`src/rtl/sdr_init_fsm.sv`:
```
// SDRAM power-up init sequencer: NOP wait, PRECHARGE ALL, 2x AUTO REFRESH, LOAD MODE REGISTER.
// Optional SDR_INIT_FAST_SIM_EN shortens the power-up NOP wait to 16 cycles for simulation.
package sdr_parameters;
  localparam int d100US       = 5000;
  localparam int NUM_CLK_tRP  = 0;
  localparam int NUM_CLK_tRFC = 3;
  localparam int NUM_CLK_tMRD = 2;

  localparam int SDR_A_WIDTH  = 12;
  localparam int SDR_BA_WIDTH = 2;

  localparam logic       MR_Write_Burst_Mode = 1'b1;
  localparam logic [1:0] MR_Operation_Mode   = 2'b00;
  localparam logic [2:0] MR_CAS_Latency      = 3'b010;
  localparam logic       MR_Burst_Type       = 1'b0;
  localparam logic [2:0] MR_Burst_Length     = 3'b000;

  // {CSn, RASn, CASn, WEn}
  localparam logic [3:0] CMD_INHIBIT            = 4'b1111;
  localparam logic [3:0] CMD_NOP                = 4'b0111;
  localparam logic [3:0] CMD_ACTIVE             = 4'b0011;
  localparam logic [3:0] CMD_READ               = 4'b0101;
  localparam logic [3:0] CMD_WRITE              = 4'b0100;
  localparam logic [3:0] CMD_BURST_TERMINATE    = 4'b0110;
  localparam logic [3:0] CMD_PRECHARGE          = 4'b0010;
  localparam logic [3:0] CMD_AUTO_REFRESH       = 4'b0001;
  localparam logic [3:0] CMD_LOAD_MODE_REGISTER = 4'b0000;

  localparam logic [3:0] i_NOP   = 4'd0;
  localparam logic [3:0] i_PRE   = 4'd1;
  localparam logic [3:0] i_tRP   = 4'd2;
  localparam logic [3:0] i_AR1   = 4'd3;
  localparam logic [3:0] i_tRFC1 = 4'd4;
  localparam logic [3:0] i_AR2   = 4'd5;
  localparam logic [3:0] i_tRFC2 = 4'd6;
  localparam logic [3:0] i_MRS   = 4'd7;
  localparam logic [3:0] i_tMRD  = 4'd8;
  localparam logic [3:0] i_ready = 4'd9;
endpackage

module sdr_init_fsm
  import sdr_parameters::*;
#(
  parameter int P_WAIT_PWRUP = d100US,
  parameter int P_CLK_TRP    = NUM_CLK_tRP,
  parameter int P_CLK_TRFC   = NUM_CLK_tRFC,
  parameter int P_CLK_TMRD   = NUM_CLK_tMRD,
  parameter logic [SDR_A_WIDTH-1:0] P_MODE_WORD = {2'b00, MR_Write_Burst_Mode, MR_Operation_Mode,
                                                   MR_CAS_Latency, MR_Burst_Type, MR_Burst_Length}
) (
  input  logic                    sys_CLK,
  input  logic                    sys_RESET,
  output logic                    sdr_CKE,
  output logic [3:0]              sdr_CMD,
  output logic [SDR_A_WIDTH-1:0]  sdr_A,
  output logic [SDR_BA_WIDTH-1:0] sdr_BA,
  output logic [3:0]              istate,
  output logic                    sys_INIT_DONE
);

  // wait-counter load value for a duration of c cycles (0 counts as 1)
  function automatic logic [12:0] m1(int c);
    return (c > 1) ? 13'(c - 1) : 13'd0;
  endfunction

`ifdef SDR_INIT_FAST_SIM_EN
  localparam logic [12:0] WAIT_M1 = m1(16);
`else
  localparam logic [12:0] WAIT_M1 = m1(P_WAIT_PWRUP);
`endif
  localparam logic [12:0] TRP_M1  = m1(P_CLK_TRP);
  localparam logic [12:0] TRFC_M1 = m1(P_CLK_TRFC);
  localparam logic [12:0] TMRD_M1 = m1(P_CLK_TMRD);

  logic [12:0]            cnt, cnt_n;
  logic                   boot, boot_n;   // next edge (re)loads the power-up wait
  logic [3:0]             nxt;
  logic [3:0]             cmd_d;
  logic [SDR_A_WIDTH-1:0] a_d;
  logic                   done_d;
  logic                   go;

  assign go     = (cnt == 13'd0);
  assign sdr_BA = '0;

  always_ff @(posedge sys_CLK or posedge sys_RESET) begin
    if (sys_RESET) begin
      istate        <= i_NOP;
      cnt           <= '0;
      boot          <= 1'b1;
      sdr_CKE       <= 1'b0;
      sdr_CMD       <= CMD_INHIBIT;
      sdr_A         <= '0;
      sys_INIT_DONE <= 1'b0;
    end else begin
      istate        <= nxt;
      cnt           <= cnt_n;
      boot          <= boot_n;
      sdr_CKE       <= 1'b1;
      sdr_CMD       <= cmd_d;
      sdr_A         <= a_d;
      sys_INIT_DONE <= done_d;
    end
  end

  always_comb begin
    nxt    = istate;
    boot_n = 1'b0;
    cnt_n  = go ? 13'd0 : cnt - 13'd1;
    if (boot) begin
      nxt   = i_NOP;
      cnt_n = WAIT_M1;
    end else begin
      case (istate)
        i_NOP:   if (go) begin nxt = i_PRE;   cnt_n = 13'd0;   end
        i_PRE:   if (go) begin nxt = i_tRP;   cnt_n = TRP_M1;  end
        i_tRP:   if (go) begin nxt = i_AR1;   cnt_n = 13'd0;   end
        i_AR1:   if (go) begin nxt = i_tRFC1; cnt_n = TRFC_M1; end
        i_tRFC1: if (go) begin nxt = i_AR2;   cnt_n = 13'd0;   end
        i_AR2:   if (go) begin nxt = i_tRFC2; cnt_n = TRFC_M1; end
        i_tRFC2: if (go) begin nxt = i_MRS;   cnt_n = 13'd0;   end
        i_MRS:   if (go) begin nxt = i_tMRD;  cnt_n = TMRD_M1; end
        i_tMRD:  if (go) begin nxt = i_ready; cnt_n = 13'd0;   end
        i_ready: cnt_n = 13'd0;
        default: begin
          nxt    = i_NOP;
          boot_n = 1'b1;
          cnt_n  = 13'd0;
        end
      endcase
    end
  end

  // Outputs are decoded from the next state so they land on the same edge as istate.
  always_comb begin
    cmd_d  = CMD_NOP;
    a_d    = '0;
    done_d = 1'b0;
    case (nxt)
      i_PRE: begin
        cmd_d   = CMD_PRECHARGE;
        a_d[10] = 1'b1;
      end
      i_AR1, i_AR2: cmd_d = CMD_AUTO_REFRESH;
      i_MRS: begin
        cmd_d = CMD_LOAD_MODE_REGISTER;
        a_d   = P_MODE_WORD;
      end
      // Raised in the last tMRD cycle: the command FSM registers it and leaves
      // c_idle on the same edge this FSM reaches i_ready.
      i_tMRD:  done_d = (cnt_n == 13'd0);
      i_ready: done_d = 1'b1;
      default: ;
    endcase
    if (boot_n) cmd_d = CMD_INHIBIT;
  end

endmodule

```
`config.mk`:
```
export PLATFORM = sky130hd
export DESIGN_NAME = sdr_init_fsm
export DESIGN_NICKNAME = d
export VERILOG_FILES = /design/src/rtl/sdr_init_fsm.sv
export SDC_FILE = /design/constraint.sdc
export NUM_CORES = 1
export LEC_CHECK = 0
export CAP_MARGIN = 40
export CELL_PAD_IN_SITES_DETAIL_PLACEMENT = 1
export CELL_PAD_IN_SITES_GLOBAL_PLACEMENT = 2
export CORE_MARGIN = 5
export CORE_UTILIZATION = 35
export DETAILED_ROUTE_END_ITERATION = 6
export GPL_ROUTABILITY_DRIVEN = 0
export PLACE_DENSITY_LB_ADDON = 0.1
export RECOVER_POWER = 50
export SLEW_MARGIN = 10
export SYNTH_ARGS = -nofsm -noshare
export SYNTH_HDL_FRONTEND = slang
export SYNTH_SLANG_ARGS = --single-unit
```
`constraint.sdc`:
```
create_clock -name sys_CLK -period 5.93 [get_ports sys_CLK]
set_input_delay 0.593 -clock sys_CLK [delete_from_list [all_inputs] [get_ports sys_CLK]]
set_output_delay 0.593 -clock sys_CLK [all_outputs]
set_load 0.05 [all_outputs]
```
==> impl_metrics.toml, run 1 <==
[global_route]
gr-total-overflow = 0
grt_usage_pct = 13.7
antenna_found_initial = 0
grt_max_degree = 17
grt_pass1_vias = 1133
grt_pass1_wl_um = 5850

[timing]
clock_skew_ns = 0.00512
setup_tns_ns = 0
rsz0062_at_grt = "false"
final-max-slew-violation-count = 0
slew_headroom_pct = 38.2
max_freq_mhz = 405
worst_pin_slew_ns = 0.926
setup_viol_count_final = 0
finalHoldViolations = 0
min_period_over_period_pct = 41.6
period_needed_ns = 2.47

[power_and_ir_drop]
p_leak_nw = 0.740
power_density_mw_per_mm2 = 184
ir_worst_vdd_mv = 0.0631

[route]
antenna_left = 0
dr.first_iter.drc_count = 51
drc = 0
vias = 1098
drtPass1Iterations = 4
wl_um = 3530
viasPerCell = 5.25
wl_per_cell_um = 16.9

[floorplanning]
initial_core_util_pct = 36.7
die_area_mm2 = 0.00570
core_region_area_mm2 = 0.00409
die_y_um = 75.5
die_w_um = 75.5
placementRows = 23
ios = 26

[cts]
clk_latency_ns = 0.28
cts-buffers-inserted = 3
clock_sinks = 25
cts_tree = "built"
hold_buffers = 0
path_clk_slew_ns = 0.09
cts.htree.levels = 1
cts_resized = 0
cts_buffer_depth = 2
cts-root-buf = "clkbuf_8"
postCtsSetupBuffers = 0

[worst_setup_path]
crit_path_max_incr_delay_ns = 0.87
cp-start-kind = "flip-flop"
cp.depth = 1
crit-reg2reg-launch = "cnt[0]"
critical_path_arrival_ns = 1.87
path_cells = "clkdlybuf4s50_1"
path_class = "reg2out"
critPathBufInv = 1
crit_fanout = 15
critPathTopFamily = "buffers and inverters"
endpoint_kind = "output pin"
crit_required_ns = 5.34
rr_worst_depth = 7
r2r_setup_slack_ns = 3.48
cp_slowest_cell = "clkdlybuf4s50_1"
r2r_end = "cnt[11]"

[placed_design]
dp_hpwl_um = 2660
port-buffer-count = 14
dp.cells = 205

[yosys]
syn_inst = 151
synth_area_mm2 = 0.00150
seq_area_frac_synth_pct = 42.0
ys_warn_count = 0
synth-edff-count = 0
synthTopCellsByArea = "dfrtp_1, dfstp_2, buf_4"
yosysUniqueCellTypes = 53
synth_top_cell_by_area = "dfrtp_1"
synth_flop_cell = "dfrtp_1"
netlist.area_leader.share_pct = 35.0
synth-seq-cells = 25
avgSynthCellArea_um2 = 9.94
async_flop_share_pct = 100

[final_layout]
multi_input_area_um2 = 722
final_cell_mix = "dfrtp_1, nor2_1, clkdlybuf4s50_1"
antenna_cells = 0
fin_cells = 209
drive_above_1_share_pct = 8.18
regArea_um2 = 631
fin_nets = 164
area_delta_synth_final_pct = 8.33
n_fill_cell = 469
final_util_pct = 39.8
final_common_cell = "dfrtp_1"

[hold_path]
hp-start = "cnt[12]"
min_path_cells = 2
min_path_type = "reg2reg"
hold_path_end = "cnt[12]"

[status]
status = "finished clean"

[flow_run]
cap_violations = 0
## cell families after synthesis
family | synth area share, %
AND/OR/NAND/NOR | 21.5
adder cells (fa/ha/maj) | 1.67
multiplexers | 0.667
flip-flops | 42.0
other | 0.500
XOR/XNOR | 7.00
AO/OA/AOI/OAI | 15.5
buffers and inverters | 11.2
## Yosys cell counts (3+ instances only)
master / n
dfrtp_1: 21
buf_4: 13
nor2_1: 13
xnor2_1: 10
o21bai_1: 7
inv_1: 6
nand3_1: 5
a21oi_1: 4
dfstp_2: 4
nand2_1: 4
nor3_1: 4
clkbuf_1: 3
o21ai_0: 3
o31ai_1: 3
## worst max-delay path by stage
stage,startpoint,slack (ns),endpoint
detailed placement,cnt[0],3.72,sys_INIT_DONE
CTS,boot,3.44,sdr_CMD[3]
finish,boot,3.46,sdr_CMD[3]
global route,cnt[0],3.28,cnt[10]
floorplan,cnt[0],3.95,sys_INIT_DONE
global placement,boot,3.76,sdr_CMD[3]
## layout make-up
cell class | count | area share (%)
well taps | 50 | 3.85
flip-flops and latches | 25 | 38.8
repair buffers | 15 | 8.85
multi-input cells | 109 | 44.4
inverters | 6 | 1.38
clock buffers | 4 | 2.77
## flip-flops by register name, summed over array words and instances, names as in the netlist
name / count
boot: 1
cnt: 13
istate: 4
sdr_A: 2
sdr_CKE: 1
sdr_CMD: 3
sys_INIT_DONE: 1
## metal layers
layer	routed length [um]	up-vias	global-route usage (%)
met1	1660	546	18.9
met3	135	5	2.37
met5	0	-	0
met2	1690	19	22.1
li1	-	528	-
met4	41	0	4.08
## power by group
group          total (mW)  switching [mW]  leakage (nW)  internal (mW)
registers           0.171        0.000124         0.317          0.171
clock network       0.106          0.0577        0.0228         0.0483
logic              0.0216          0.0204         0.400        0.00119
total               0.298          0.0782         0.740          0.220
## stage by stage
step | total power, mW | worst slack (ns) | hold WS [ns] | instance area (um2)
2_1_floorplan | 0.199 | 3.95 | 0.560 | 1540
3_3_place_gp | 0.195 | 3.76 | 0.602 | 1600
3_5_place_dp | 0.198 | 3.72 | 0.617 | 1620
4_1_cts | 0.303 | 3.44 | 0.634 | 1670
5_1_grt | 0.311 | 3.28 | 0.669 | 1630
6_report | 0.298 | 3.46 | 0.620 | 1630
Note: power is estimated with default switching activity, not from simulation.
==> inputs of run 2 (changes only) <==
CORE_UTILIZATION = 29   (was 35)
clock period = 2.1 ns   (was 5.93 ns; I/O delays follow)
==> impl_metrics.toml, run 2 (same netlist as run 1, synthesis figures left out) <==
[timing]
setup_viol_count_final = 0
period_needed_ns = 2.04
setup_tns_ns = 0
max_freq_mhz = 491
final-max-slew-violation-count = 0
finalHoldViolations = 0
fin_ws_ns = 0.0615
worst_pin_slew_ns = 1.37
min_period_over_period_pct = 97.1
slew_headroom_pct = 8.80
clock_skew_ns = 0.00302

[worst_setup_path]
crit_fanout = 4
rr_worst_depth = 7
path_class = "reg2reg"
crit-reg2reg-launch = "cnt[0]"
r2r_end = "sys_INIT_DONE"
cp-start-kind = "flip-flop"
endpoint_kind = "flip-flop"
r2r_setup_slack_ns = 0.06
critical_path_arrival_ns = 2.23
crit_required_ns = 2.29

[placed_design]
pre_cts_ws_ns = 0.0552
port-buffer-count = 14
dp_hpwl_um = 2860

[route]
antenna_left = 0
wl_um = 3770
viasPerCell = 4.65
dr.first_iter.drc_count = 54
wl_per_cell_um = 15.5
drc = 0
drtPass1Iterations = 4
vias = 1130

[power_and_ir_drop]
seqPwrFrac_pct = 57.4
clock_power_share_pct = 35.4
p_int_mw = 0.620
ir_worst_vdd_mv = 0.212
power_density_mw_per_mm2 = 467
power_switching_mw = 0.220
p_leak_nw = 0.826
switching_share_pct = 26.2
combPwrFrac_pct = 7.2

[final_layout]
top_regs = "cnt x13, istate x4, sdr_CMD x3"
regArea_um2 = 631
n_fill_cell = 596
area_delta_synth_final_pct = 19.8
drive_above_1_share_pct = 20.2
largest_reg_flops = 13
multi_input_area_um2 = 763
top_register = "cnt"
antenna_cells = 0
fin_nets = 178
final_common_cell = "dfrtp_1"
final_cell_mix = "dfrtp_1, buf_4, nor2_1"

[cts]
cts-buffers-inserted = 3
clock_sinks = 25
cts-root-buf = "clkbuf_8"
cts.htree.levels = 1
cts_buffer_depth = 2
path_clk_slew_ns = 0.09
cts_tree = "built"
clk_latency_ns = 0.27

[global_route]
antenna_found_initial = 0
grt_max_degree = 26
grt_pass1_vias = 1181
gr-total-overflow = 0
grt_usage_pct = 11.9
grt_pass1_wl_um = 6180

[hold_path]
min_path_cells = 1
min_path_type = "reg2reg"
hp-start = "istate[3]"
hold_path_end = "istate[1]"

[floorplanning]
initial_core_util_pct = 29.6
die_y_um = 82.0
ios = 26
die_area_mm2 = 0.00672
core_region_area_mm2 = 0.00507
placementRows = 26
die_w_um = 82.0

[status]
status = "finished clean"

[flow_run]
cap_violations = 0
-- run 2: metrics by stage --
stage	power, mW	instance area [um2]	hold WS [ns]	utilization (%)	cells
after global routing	0.875	1800	0.663	35.5	243
after CTS	0.854	1770	0.301	34.9	242
after floorplan	0.561	1540	0.234	-	161
after global placement	0.554	1720	0.597	34.0	238
final	0.840	1800	0.627	35.5	243
after detailed placement	0.554	1720	0.603	34.0	238
-- run 2: critical path, cell delays in order (launching register included) --
cell and delay (ns):
dfrtp_1 0.41, inv_1 0.10, ha_1 0.21, or3b_4 0.43, o32a_1 0.36, o32ai_2 0.14, a31oi_1 0.12, nor3_1 0.19
-- run 2: area by class of cell --
cell class	instances	share of cell area (%)
Inverter	6	1.25
Clock buffer	3	2.29
Timing Repair Buffer	29	13.7
Sequential cell	25	35.0
Clock inverter	1	0.417
Tap cell	70	4.87
Multi-Input combinational cell	109	42.4
-- run 2: repair_timing --
action | CTS | global route
gates resized for setup | 0 | 4
setup endpoints to repair | 0 | 2
hold buffers | 0 | 0
buffers inserted | 0 | 1
-- run 2: worst max-delay path by stage --
| stage | start | to | slack (ns) | cells after the start |
|---|---|---|---|---|
| 2_1_floorplan | cnt[0] | sys_INIT_DONE | 0.12 | 8 |
| 3_3_place_gp | cnt[0] | sys_INIT_DONE | 0.12 | 7 |
| 3_5_place_dp | cnt[0] | sys_INIT_DONE | 0.06 | 7 |
| 4_1_cts | cnt[0] | sys_INIT_DONE | 0.009 | 7 |
| 5_1_grt | cnt[0] | sys_INIT_DONE | -0.01 | 7 |
| 6_report | cnt[0] | sys_INIT_DONE | 0.06 | 7 |
-- run 2: power groups by stage --
stage	logic (mW)	registers, mW	clock network [mW]
4_1_cts	0.0620	0.483	0.310
2_1_floorplan	0.0659	0.495	0
3_5_place_dp	0.0619	0.492	0
5_1_grt	0.0642	0.483	0.328
3_3_place_gp	0.0624	0.492	0
6_report	0.0601	0.482	0.297
-- run 2: per-layer routing --
| layer | GRT usage (%) | wire, um | vias up |
|---|---|---|---|
| met1 | 15.7 | 1700 | 561 |
| met4 | 1.99 | 7 | 0 |
| li1 | - | - | 551 |
| met3 | 1.64 | 103 | 2 |
| met5 | 0 | 0 | - |
| met2 | 20.8 | 1950 | 16 |
==> inputs of run 3 (changes only) <==
ABC_AREA = 1   (was unset)
CORE_UTILIZATION = 27   (was 29)
clock period = 1.6 ns   (was 2.1 ns; I/O delays follow)
==> impl_metrics.toml, run 3 <==
[final_layout]
drive_above_1_share_pct = 54.0
antenna_cells = 0
top_regs = "cnt x13, istate x4, sdr_CMD x3"
n_fill_cell = 698
multi_input_area_mm2 = 0.00102
fin_nets = 292
area_delta_synth_final_pct = 58.3
final_cell_mix = "buf_4, nand2_1, inv_1"
largest_reg_flops = 13
final_util_pct = 44.5
regArea_um2 = 636
final_common_cell = "buf_4"
top_register = "cnt"

[hold_path]
min_path_type = "in2async"

[yosys]
synth-seq-cells = 25
yosysUniqueCellTypes = 25
synth_flop_cell = "dfrtp_1"
syn_inst = 216
seq_area_frac_synth_pct = 40.0
async_flop_share_pct = 100
synth_area_mm2 = 0.00158
synth-edff-count = 0
synth_top_cell_by_area = "dfrtp_1"
avgSynthCellArea_um2 = 7.30
synth_common_cells = "nand2_1, nor2_1, inv_1, dfrtp_1, nand3_1"
ys_warn_count = 0
synthTopCellsByArea = "dfrtp_1, nand2_1, nor2_1"
netlist.area_leader.share_pct = 33.3
yosysMostFrequentCell = "nand2_1"

[worst_setup_path]
cp-start-kind = "flip-flop"
startpoint = "cnt[1]"
cp_slowest_cell = "dfrtp_1"
crit-reg2reg-launch = "cnt[1]"
path_common_cell = "nand2_2"
crit_required_ns = 1.81
path_cells = "inv_2 > ha_4 > nand2_1 > nor2_2 > nand2_2 > nand2_2 > nand2_2 > a21oi_4 > nand2_2 > inv_2 > nand2_2 > nand2_2 > nor2_2"
path_class = "reg2reg"
critical_path_arrival_ns = 1.92
endpoint_kind = "flip-flop"
crit_path_max_incr_delay_ns = 0.41
crit_fanout = 3

[cts]
cts-root-buf = "clkbuf_8"
clock_sinks = 25
cts_buffer_depth = 2
cts.htree.levels = 1
path_clk_slew_ns = 0.10
hold_buffers = 0
cts_tree = "built"
cts-buffers-inserted = 3
clk_latency_ns = 0.28

[timing]
clock_skew_ns = 0.00684
finalHoldViolations = 0
worst_pin_slew_ns = 0.662
period_needed_ns = 1.71
setup_viol_count_final = 6
fin_ws_ns = -0.110
rsz0062_at_grt = "true"
min_period_over_period_pct = 107
final-max-slew-violation-count = 0
slew_headroom_pct = 55.9
max_freq_mhz = 585

[route]
dr.first_iter.drc_count = 28
drtPass1Iterations = 4
vias = 1573
drc = 0
topRoutingLayerUsed = "met4"
viasPerCell = 4.38
wl_per_cell_um = 13.5
wl_met2_um = 2660
antenna_left = 0
wl_um = 4850
wl_met3_um = 91
met1Wirelength_um = 2000

[power_and_ir_drop]
ir_worst_vdd_mv = 0.240
combPwrFrac_pct = 7.2
seqPwrFrac_pct = 57.4
p_int_mw = 0.812
finalPower_mw = 1.10
clock_power_share_pct = 35.4
switching_share_pct = 26.4
power_switching_mw = 0.292
power_density_mw_per_mm2 = 442
p_leak_nw = 1.36

[flow_run]
cap_violations = 0

[floorplanning]
die_w_um = 86.4
die_y_um = 86.4
ios = 26
core_region_area_mm2 = 0.00561
die_area_mm2 = 0.00747
initial_core_util_pct = 28.1
placementRows = 27

[global_route]
grt_max_degree = 26
grt_pass1_vias = 1759
grt_usage_pct = 13.7
gr-total-overflow = 0
grt_pass1_wl_um = 8100
antenna_found_initial = 0

[placed_design]
pre_cts_ws_ns = -0.216
port-buffer-count = 14
dp_hpwl_um = 3670

[status]
failed_checks = "negative setup slack"
status = "finished with violations"
## run 3: cell types whose count changed after synthesis, moves of 3 or more
cell | previous run | this run
clkbuf_1 | 3 | 0
nand3_2 | 0 | 4
nand4_1 | 0 | 4
nand2_1 | 4 | 48
nor2_4 | 0 | 3
xnor2_1 | 10 | 0
nor2_1 | 13 | 31
o31ai_1 | 3 | 0
nand2_2 | 0 | 5
o21bai_1 | 7 | 0
nand3_1 | 5 | 17
inv_2 | 0 | 4
inv_1 | 6 | 30
nor2_2 | 0 | 5
## run 3: path summary, 6_finish.rpt
check                              to  slack, ns  cells past startpoint
setup / recovery           sdr_CMD[1]      -0.11                     13
hold / removal                 cnt[7]       0.49                      3
setup reg to reg           sdr_CMD[1]      -0.11                     13
hold reg to reg                  boot       0.65                      2
max in group asynchronous   istate[1]       0.64                      3
min in group sys_CLK             boot       0.65                      2
## run 3: routing by layer
layer,up-vias,track usage [%]
met5,-,0
met2,21,25.7
met3,9,1.43
li1,786,-
met1,757,15.9
met4,0,4.67
## run 3: power groups by stage
stage          registers, mW  clock network (mW)  logic, mW
2_1_floorplan          0.650                   0     0.0864
3_3_place_gp           0.645                   0     0.0808
3_5_place_dp           0.645                   0     0.0816
4_1_cts                0.633               0.407     0.0816
5_1_grt                0.634               0.431     0.0847
6_report               0.633               0.391     0.0795
## run 3: final cells by class
cell class / instances / share of cell area, %
multi-input combinational: 153 / 40.7
sequential: 25 / 25.5
timing repair buffer: 70 / 22.9
inverter: 35 / 5.46
tap: 72 / 3.61
clock buffer: 3 / 1.65
clock inverter: 1 / 0.200
## run 3: critical path, delay by kind of cell (launching register included)
kind / cells / cell delay, ns
buffers and inverters: 2 / 0.19
AO/OA/AOI/OAI: 1 / 0.17
flip-flops: 1 / 0.41
AND/OR/NAND/NOR: 9 / 0.70
adder cells (fa/ha/maj): 1 / 0.16
## run 3: kinds of logic after synthesis
logic type	count (synthesis)	share of synthesized area, %
AO/OA/AOI/OAI	15	5.23
buffers and inverters	48	14.5
XOR/XNOR	2	1.11
AND/OR/NAND/NOR	122	37.1
adder cells (fa/ha/maj)	2	1.59
other	2	0.476
flip-flops	25	40.0
## run 3: timing repair
item                                    4_1_cts  5_1_grt
resized for setup                            18       62
pin swaps                                    17       34
setup buffers                                12        7
endpoints found under the setup margin        9       13
## run 3: metrics by stage
stage	instances	hold WS (ns)	instance area [um2]	setup TNS, ns
after floorplan	226	0.184	1620	0
after global placement	337	0.541	2020	-0.299
after detailed placement	337	0.556	2020	-0.590
after CTS	353	0.257	2220	-0.345
after global routing	359	0.572	2500	-1.22
final	359	0.494	2500	-0.347
